$ cat config.mk
export PLATFORM = sky130hd
export DESIGN_NAME = itof_pipe
export DESIGN_NICKNAME = d
export VERILOG_FILES = /design/src/rtl/itof_pkg.sv /design/src/rtl/itof_lzc.sv /design/src/rtl/itof_pipe.sv
export SDC_FILE = /design/constraint.sdc
export NUM_CORES = 1
export LEC_CHECK = 0
export BUFFER_PORTS_ARGS = -buffer_cell sky130_fd_sc_hd__buf_2
export CAP_MARGIN = 20
export CORE_MARGIN = 3
export CORE_UTILIZATION = 60
export DETAILED_ROUTE_END_ITERATION = 12
export PLACE_DENSITY = 0.81
export SYNTH_ARGS = -nofsm -noshare
export SYNTH_HDL_FRONTEND = slang
export SYNTH_HIERARCHICAL = 1
export SYNTH_SLANG_ARGS = --single-unit
export TNS_END_PERCENT = 50
$ cat constraint.sdc
create_clock -name clk -period 4.55 [get_ports clk]
set_clock_uncertainty 0.2 [all_clocks]
set_input_delay 0.455 -clock clk [delete_from_list [all_inputs] [get_ports clk]]
set_output_delay 0.455 -clock clk [all_outputs]
set_load 0.02 [all_outputs]
$ cat src/rtl/itof_pkg.sv
// itof_pkg: shared constants and types for the integer-to-binary32 converter.
//   FP32_BIAS / FP32_EXP_W / FP32_MAN_W : binary32 field geometry
//   rm_e                                : per-operand rounding mode encoding
// The stage structs depend on the operand and tag widths, so they are declared
// inside itof_pipe using its own localparams.
package itof_pkg;

  localparam int FP32_BIAS  = 127;
  localparam int FP32_EXP_W = 8;
  localparam int FP32_MAN_W = 23;

  typedef enum logic {
    RM_RNE = 1'b0,  // round to nearest, ties to even
    RM_RTZ = 1'b1   // round toward zero (truncate)
  } rm_e;

endpackage

$ cat src/rtl/itof_lzc.sv
// itof_lzc: combinational leading-zero counter.
//   data  : W-bit value to scan from the MSB
//   count : number of leading zeros; an all-zero input returns W
module itof_lzc #(
  parameter  int W  = 32,
  localparam int CW = $clog2(W + 1)
) (
  input  logic [W-1:0]  data,
  output logic [CW-1:0] count
);

  // Ascending scan: the highest set bit is the last to write, so it wins.
  always_comb begin
    count = CW'(W);
    for (int i = 0; i < W; i++) begin
      if (data[i]) count = CW'(W - 1 - i);
    end
  end

endmodule

$ cat src/rtl/itof_pipe.sv
// itof_pipe: three-stage elastic integer -> IEEE-754 binary32 converter.
//   clk, rstn            : clock, asynchronous active-low reset
//   in_valid/in_ready    : operand handshake
//   in_data/in_signed    : IW-bit integer, 1 = two's complement, 0 = unsigned
//   in_rm                : 0 = nearest-even, 1 = toward zero (per operand)
//   in_tag               : opaque TW-bit tag returned with the result
//   out_valid/out_ready  : result handshake
//   out_data/out_inexact : binary32 result and "rounded" flag
//   out_tag              : tag of the result
//
// Handshake: a transfer happens on a rising edge where valid && ready are both
// high. A producer holding valid keeps its payload stable until the transfer;
// ready may depend combinationally on the consumer's ready, never on valid.
//
// Stages: S1 absolute value, S2 normalise, S3 round and pack (S3 regs are the
// outputs). A stage loads when it is empty or its contents move on, so bubbles
// collapse and up to three results are held under backpressure.
module itof_pipe
  import itof_pkg::*;
#(
  parameter int IW = 32,
  parameter int TW = 4
) (
  input  logic          clk,
  input  logic          rstn,
  input  logic          in_valid,
  output logic          in_ready,
  input  logic [IW-1:0] in_data,
  input  logic          in_signed,
  input  logic          in_rm,
  input  logic [TW-1:0] in_tag,
  output logic          out_valid,
  input  logic          out_ready,
  output logic [31:0]   out_data,
  output logic          out_inexact,
  output logic [TW-1:0] out_tag
);

  localparam int LZW = $clog2(IW + 1);
  // Normalised bits below the hidden one, followed by zero padding so the
  // 23-bit fraction, guard bit and at least one sticky bit always exist.
  localparam int XW  = IW - 1 + FP32_MAN_W + 2;

  if (IW < 8 || IW > 64) begin : g_bad_iw
    $error("itof_pipe: IW=%0d outside legal range 8..64", IW);
  end
  if (TW < 1 || TW > 16) begin : g_bad_tw
    $error("itof_pipe: TW=%0d outside legal range 1..16", TW);
  end

  typedef struct packed {
    logic          sign;
    logic          zero;
    rm_e           rm;
    logic [TW-1:0] tag;
    logic [IW-1:0] mag;
  } s1_t;

  typedef struct packed {
    logic                  sign;
    logic                  zero;
    rm_e                   rm;
    logic [TW-1:0]         tag;
    logic [FP32_EXP_W-1:0] e;     // unbiased exponent, 0..IW-1
    logic [IW-1:0]         norm;
  } s2_t;

  // ---------------- flow control ----------------
  logic v1, v2;
  logic ld1, ld2, ld3;

  assign ld3      = !out_valid || out_ready;
  assign ld2      = !v2 || ld3;
  assign ld1      = !v1 || ld2;
  assign in_ready = ld1;

  // ---------------- S1: absolute value ----------------
  logic          in_sign;
  logic [IW-1:0] in_mag;
  s1_t           s1;

  assign in_sign = in_signed & in_data[IW-1];
  // The signed minimum negates to itself, which read as unsigned is 2^(IW-1).
  assign in_mag  = in_sign ? -in_data : in_data;

  always_ff @(posedge clk or negedge rstn) begin
    if (!rstn)    v1 <= 1'b0;
    else if (ld1) v1 <= in_valid;
  end

  always_ff @(posedge clk) begin
    if (in_valid && ld1) begin
      s1 <= '{sign: in_sign, zero: (in_mag == '0), rm: rm_e'(in_rm),
              tag: in_tag, mag: in_mag};
    end
  end

  // ---------------- S2: normalise ----------------
  logic [LZW-1:0] lz;
  s2_t            s2;

  itof_lzc #(.W(IW)) u_lzc (
    .data  (s1.mag),
    .count (lz)
  );

  always_ff @(posedge clk or negedge rstn) begin
    if (!rstn)    v2 <= 1'b0;
    else if (ld2) v2 <= v1;
  end

  always_ff @(posedge clk) begin
    if (v1 && ld2) begin
      s2 <= '{sign: s1.sign, zero: s1.zero, rm: s1.rm, tag: s1.tag,
              e: FP32_EXP_W'(IW - 1) - FP32_EXP_W'(lz),
              norm: s1.mag << lz};
    end
  end

  // ---------------- S3: round and pack ----------------
  logic [XW-1:0]         ext;
  logic [FP32_MAN_W-1:0] frac;
  logic                  guard, sticky, inc, carry;
  logic [FP32_MAN_W:0]   sum;
  logic [FP32_EXP_W-1:0] bexp;
  logic [31:0]           res;
  logic                  inexact;

  assign ext    = {s2.norm[IW-2:0], {(FP32_MAN_W + 2){1'b0}}};
  assign frac   = ext[XW-1 -: FP32_MAN_W];
  assign guard  = ext[XW-1-FP32_MAN_W];
  assign sticky = |ext[XW-2-FP32_MAN_W:0];
  assign inc    = (s2.rm == RM_RNE) & guard & (sticky | frac[0]);
  assign sum    = {1'b0, frac} + {{FP32_MAN_W{1'b0}}, inc};
  // A carry only happens from an all-ones fraction, leaving sum[22:0] zero.
  assign carry  = sum[FP32_MAN_W];
  assign bexp   = s2.e + FP32_EXP_W'(FP32_BIAS) + FP32_EXP_W'(carry);
  assign res    = s2.zero ? 32'h0000_0000 : {s2.sign, bexp, sum[FP32_MAN_W-1:0]};
  assign inexact = !s2.zero & (guard | sticky);

  always_ff @(posedge clk or negedge rstn) begin
    if (!rstn) begin
      out_valid   <= 1'b0;
      out_data    <= '0;
      out_inexact <= 1'b0;
      out_tag     <= '0;
    end else if (ld3) begin
      out_valid <= v2;
      if (v2) begin
        out_data    <= res;
        out_inexact <= inexact;
        out_tag     <= s2.tag;
      end
    end
  end

endmodule

==> results.py <==
metrics = {
    "critical_path": {
        "cp_top_family": "compound AO/OA/AOI/OAI gates",
        "reg2reg_depth": 11,
        "cp.buffers_inverters": 2,
        "reg2reg_from": "s1[20]",
        "crit_fanout": 31,
        "crit_slowest_cell": "a2111oi_0",
        "cpPeakStageDelay_ps": 890,
        "reg2reg_slack_ps": 530,
        "path_class": "reg2reg",
        "crit_path_end_kind": "flop",
        "crit_chain": "inv_1 > a21oi_1 > o21a_1 > a2111oi_0 > a221oi_4 > buf_4 > mux2i_1 > a21oi_1 > mux2i_1 > or2_2 > a21oi_1",
        "startpoint": "s1[20]",
        "worstReg2RegEnd": "ext[48]",
        "cp_common_cell": "a21oi_1",
        "crit_end": "ext[48]",
        "cp_data_required_time_ps": 4590,
        "cp-start-kind": "flop",
        "crit_cells": 11,
        "cp_data_arrival_time_ps": 4050,
    },
    "synthesis": {
        "netlist_area_um2": 7370,
        "avgSynthCellArea_um2": 10.3,
        "synth_edf_count": 83,
        "seq_area_frac_synth_pct": 47.4,
        "synth_ff_type": "edfxtp_1",
        "synthesis.nets": 760,
        "synth.distinct_cells": 63,
        "ys_warn_count": 6,
        "synthArstFlopShare_pct": 32.5,
        "ys_ff_latch": 123,
        "synthCells": 713,
    },
    "clocking": {
        "clkLatencyLatePin_ps": 410,
        "clock-sinks": 123,
        "cts_tree": "done",
        "numCtsBuffers": 17,
        "cts_resized": 0,
        "h-tree-depth": 4,
        "clock-root-buffer": "clkbuf_16",
        "clk_pin_slew_ps": 60,
        "cts_max_path_buffers": 2,
    },
    "final_layout": {
        "syn_to_final_growth_pct": 16.2,
        "final_nets": 840,
        "antenna_cells": 0,
        "drive_gt1_share_pct": 22.0,
        "layout_commonest_cell": "nand2_1",
        "mostFrequentLayoutCells": "nand2_1, edfxtp_1, buf_2",
        "stdcell_area_um2": 8560,
    },
    "sta": {
        "clock.fmax_ghz": 0.249,
        "finalHoldViolCount": 0,
        "final-max-slew-violation-count": 0,
        "tns_ps": 0,
        "post-route-period-util_pct": 88.2,
        "maxSlewHeadroom_pct": 29.7,
        "rsz0062_at_grt": "false",
        "period_minus_slack_ps": 4020,
        "tightest_slew_ps": 1030,
        "setup_viol": 0,
    },
    "global_routing": {
        "grt-ovfl-total": 0,
        "grtUsageTotal_pct": 25.8,
        "grt_pass1_wl_um": 27500,
        "grt_pass1_vias": 5745,
        "antenna_found_initial": 0,
        "grt_max_degree": 45,
    },
    "detailed_routing": {
        "drt_wl_total_um": 16600,
        "dr.pass1.iters": 5,
        "vias": 5836,
        "viasPerCell": 6.15,
        "routedWlPerCell_um": 17.5,
        "ant_nets": 0,
        "drtIter0Drc": 499,
        "remaining_drc_errors": 0,
    },
    "placed_design": {
        "place_congestion": 0.928,
        "hpwl_um": 12200,
        "placed_area_um2": 7950,
        "io_buffers": 80,
    },
    "die": {
        "core_area_um2": 11700,
        "dieArea_um2": 13700,
        "dieHeight_um": 117,
        "initial_core_util_pct": 62.9,
        "placementRows": 39,
        "die_x_um": 117,
        "ios": 81,
    },
    "job": {
        "maxCapViolCount": 0,
    },
    "min_path": {
        "min_path_type": "in2reg",
    },
    "power": {
        "ir_worst_vdd_v": 0.000239,
        "power.density_nw_per_um2": 422,
        "p_leak_nw": 3.41,
    },
    "status": {
        "status": "completed",
    },
}
-- layer usage --
layer,GRT usage [%],vias to the layer above,share of wire [%]
li1,-,2819,-
met1,31.6,2775,41
met2,44.3,199,51
met3,4.63,43,3.8
met4,12.2,0,4.1
met5,0,-,0
-- synth_stat cells (20+ instances only) --
library cell	count	area, um^2
nor4_1	20	125
mux2i_1	21	210
edfxtp_1	83	2490
nor2_1	67	251
dfrtp_1	40	1000
mux4_2	24	541
clkbuf_1	25	93.8
nand2_1	101	379
o21ai_0	38	190
a21oi_1	30	150
xnor2_1	23	201
xor2_1	30	263
-- through the flow --
stage / std cells / worst slack, ps / power [W] / hold WS (ps) / util (%)
finish: 949 / 535 / 0.00361 / 18.7 / 73.1
global route: 949 / 438 / 0.00379 / 3.00 / 73.1
CTS: 949 / 667 / 0.00363 / 5.71 / 73.1
detailed placement: 916 / 757 / 0.00227 / 206 / 67.9
global placement: 916 / 735 / 0.00225 / 206 / 67.9
floorplan: 713 / 763 / 0.00203 / -40.6 / -
-- report_power, final --
| part | switching, W | total (W) | internal [W] |
|---|---|---|---|
| clock network | 0.000495 | 0.00136 | 0.000863 |
| registers | 0.000124 | 0.00151 | 0.00139 |
| logic | 0.000435 | 0.000745 | 0.000310 |
| total | 0.00105 | 0.00361 | 0.00256 |
-- state kept, by name (all words and copies together), names as in the netlist --
name	count
s1	39
v2	1
out_tag	4
out_valid	1
out_inexact	1
s2	13
v1	1
ext	31
out_data	32
-- cells by family (layout without fill, tap and decap cells) --
group                    after synthesis  in the layout  share of synthesized area (%)
multiplexers                          53             53                           11.4
buffers and inverters                 55            148                           2.87
XOR/XNOR                              53             53                           6.30
AND/OR/NAND/NOR                      292            292                           19.8
adder cells (fa/ha/maj)                5              5                          0.849
flip-flops                           123            123                           47.4
AO/OA/AOI/OAI                        132            132                           11.4
-- layout make-up --
type	count	area, um^2
repair buffers	96	523
flip-flops and latches	123	3490
clock buffers	18	429
fillers	841	3150
well taps	143	179
multi-input cells	535	3690
inverters	20	75.1
clock inverters	14	171
-- repair_timing --
action                                 4_1_cts  5_1_grt
buffers inserted                             0        0
endpoints found under the hold margin       40        0
hold buffers                                 1        0
-- how the worst min path moves through the flow --
stage          startpoint           to  slack (ps)  cells past startpoint
3_3_place_gp       s1[32]       s2[40]         210                      0
5_1_grt         in_tag[1]       s1[33]           3                      1
3_5_place_dp       s1[34]       s2[42]         210                      0
6_report        in_tag[3]       s1[35]          20                      1
2_1_floorplan        rstn  out_data[0]         -40                      0
4_1_cts         in_tag[3]       s1[35]           6                      1
Power figures use the tool's default switching activity.
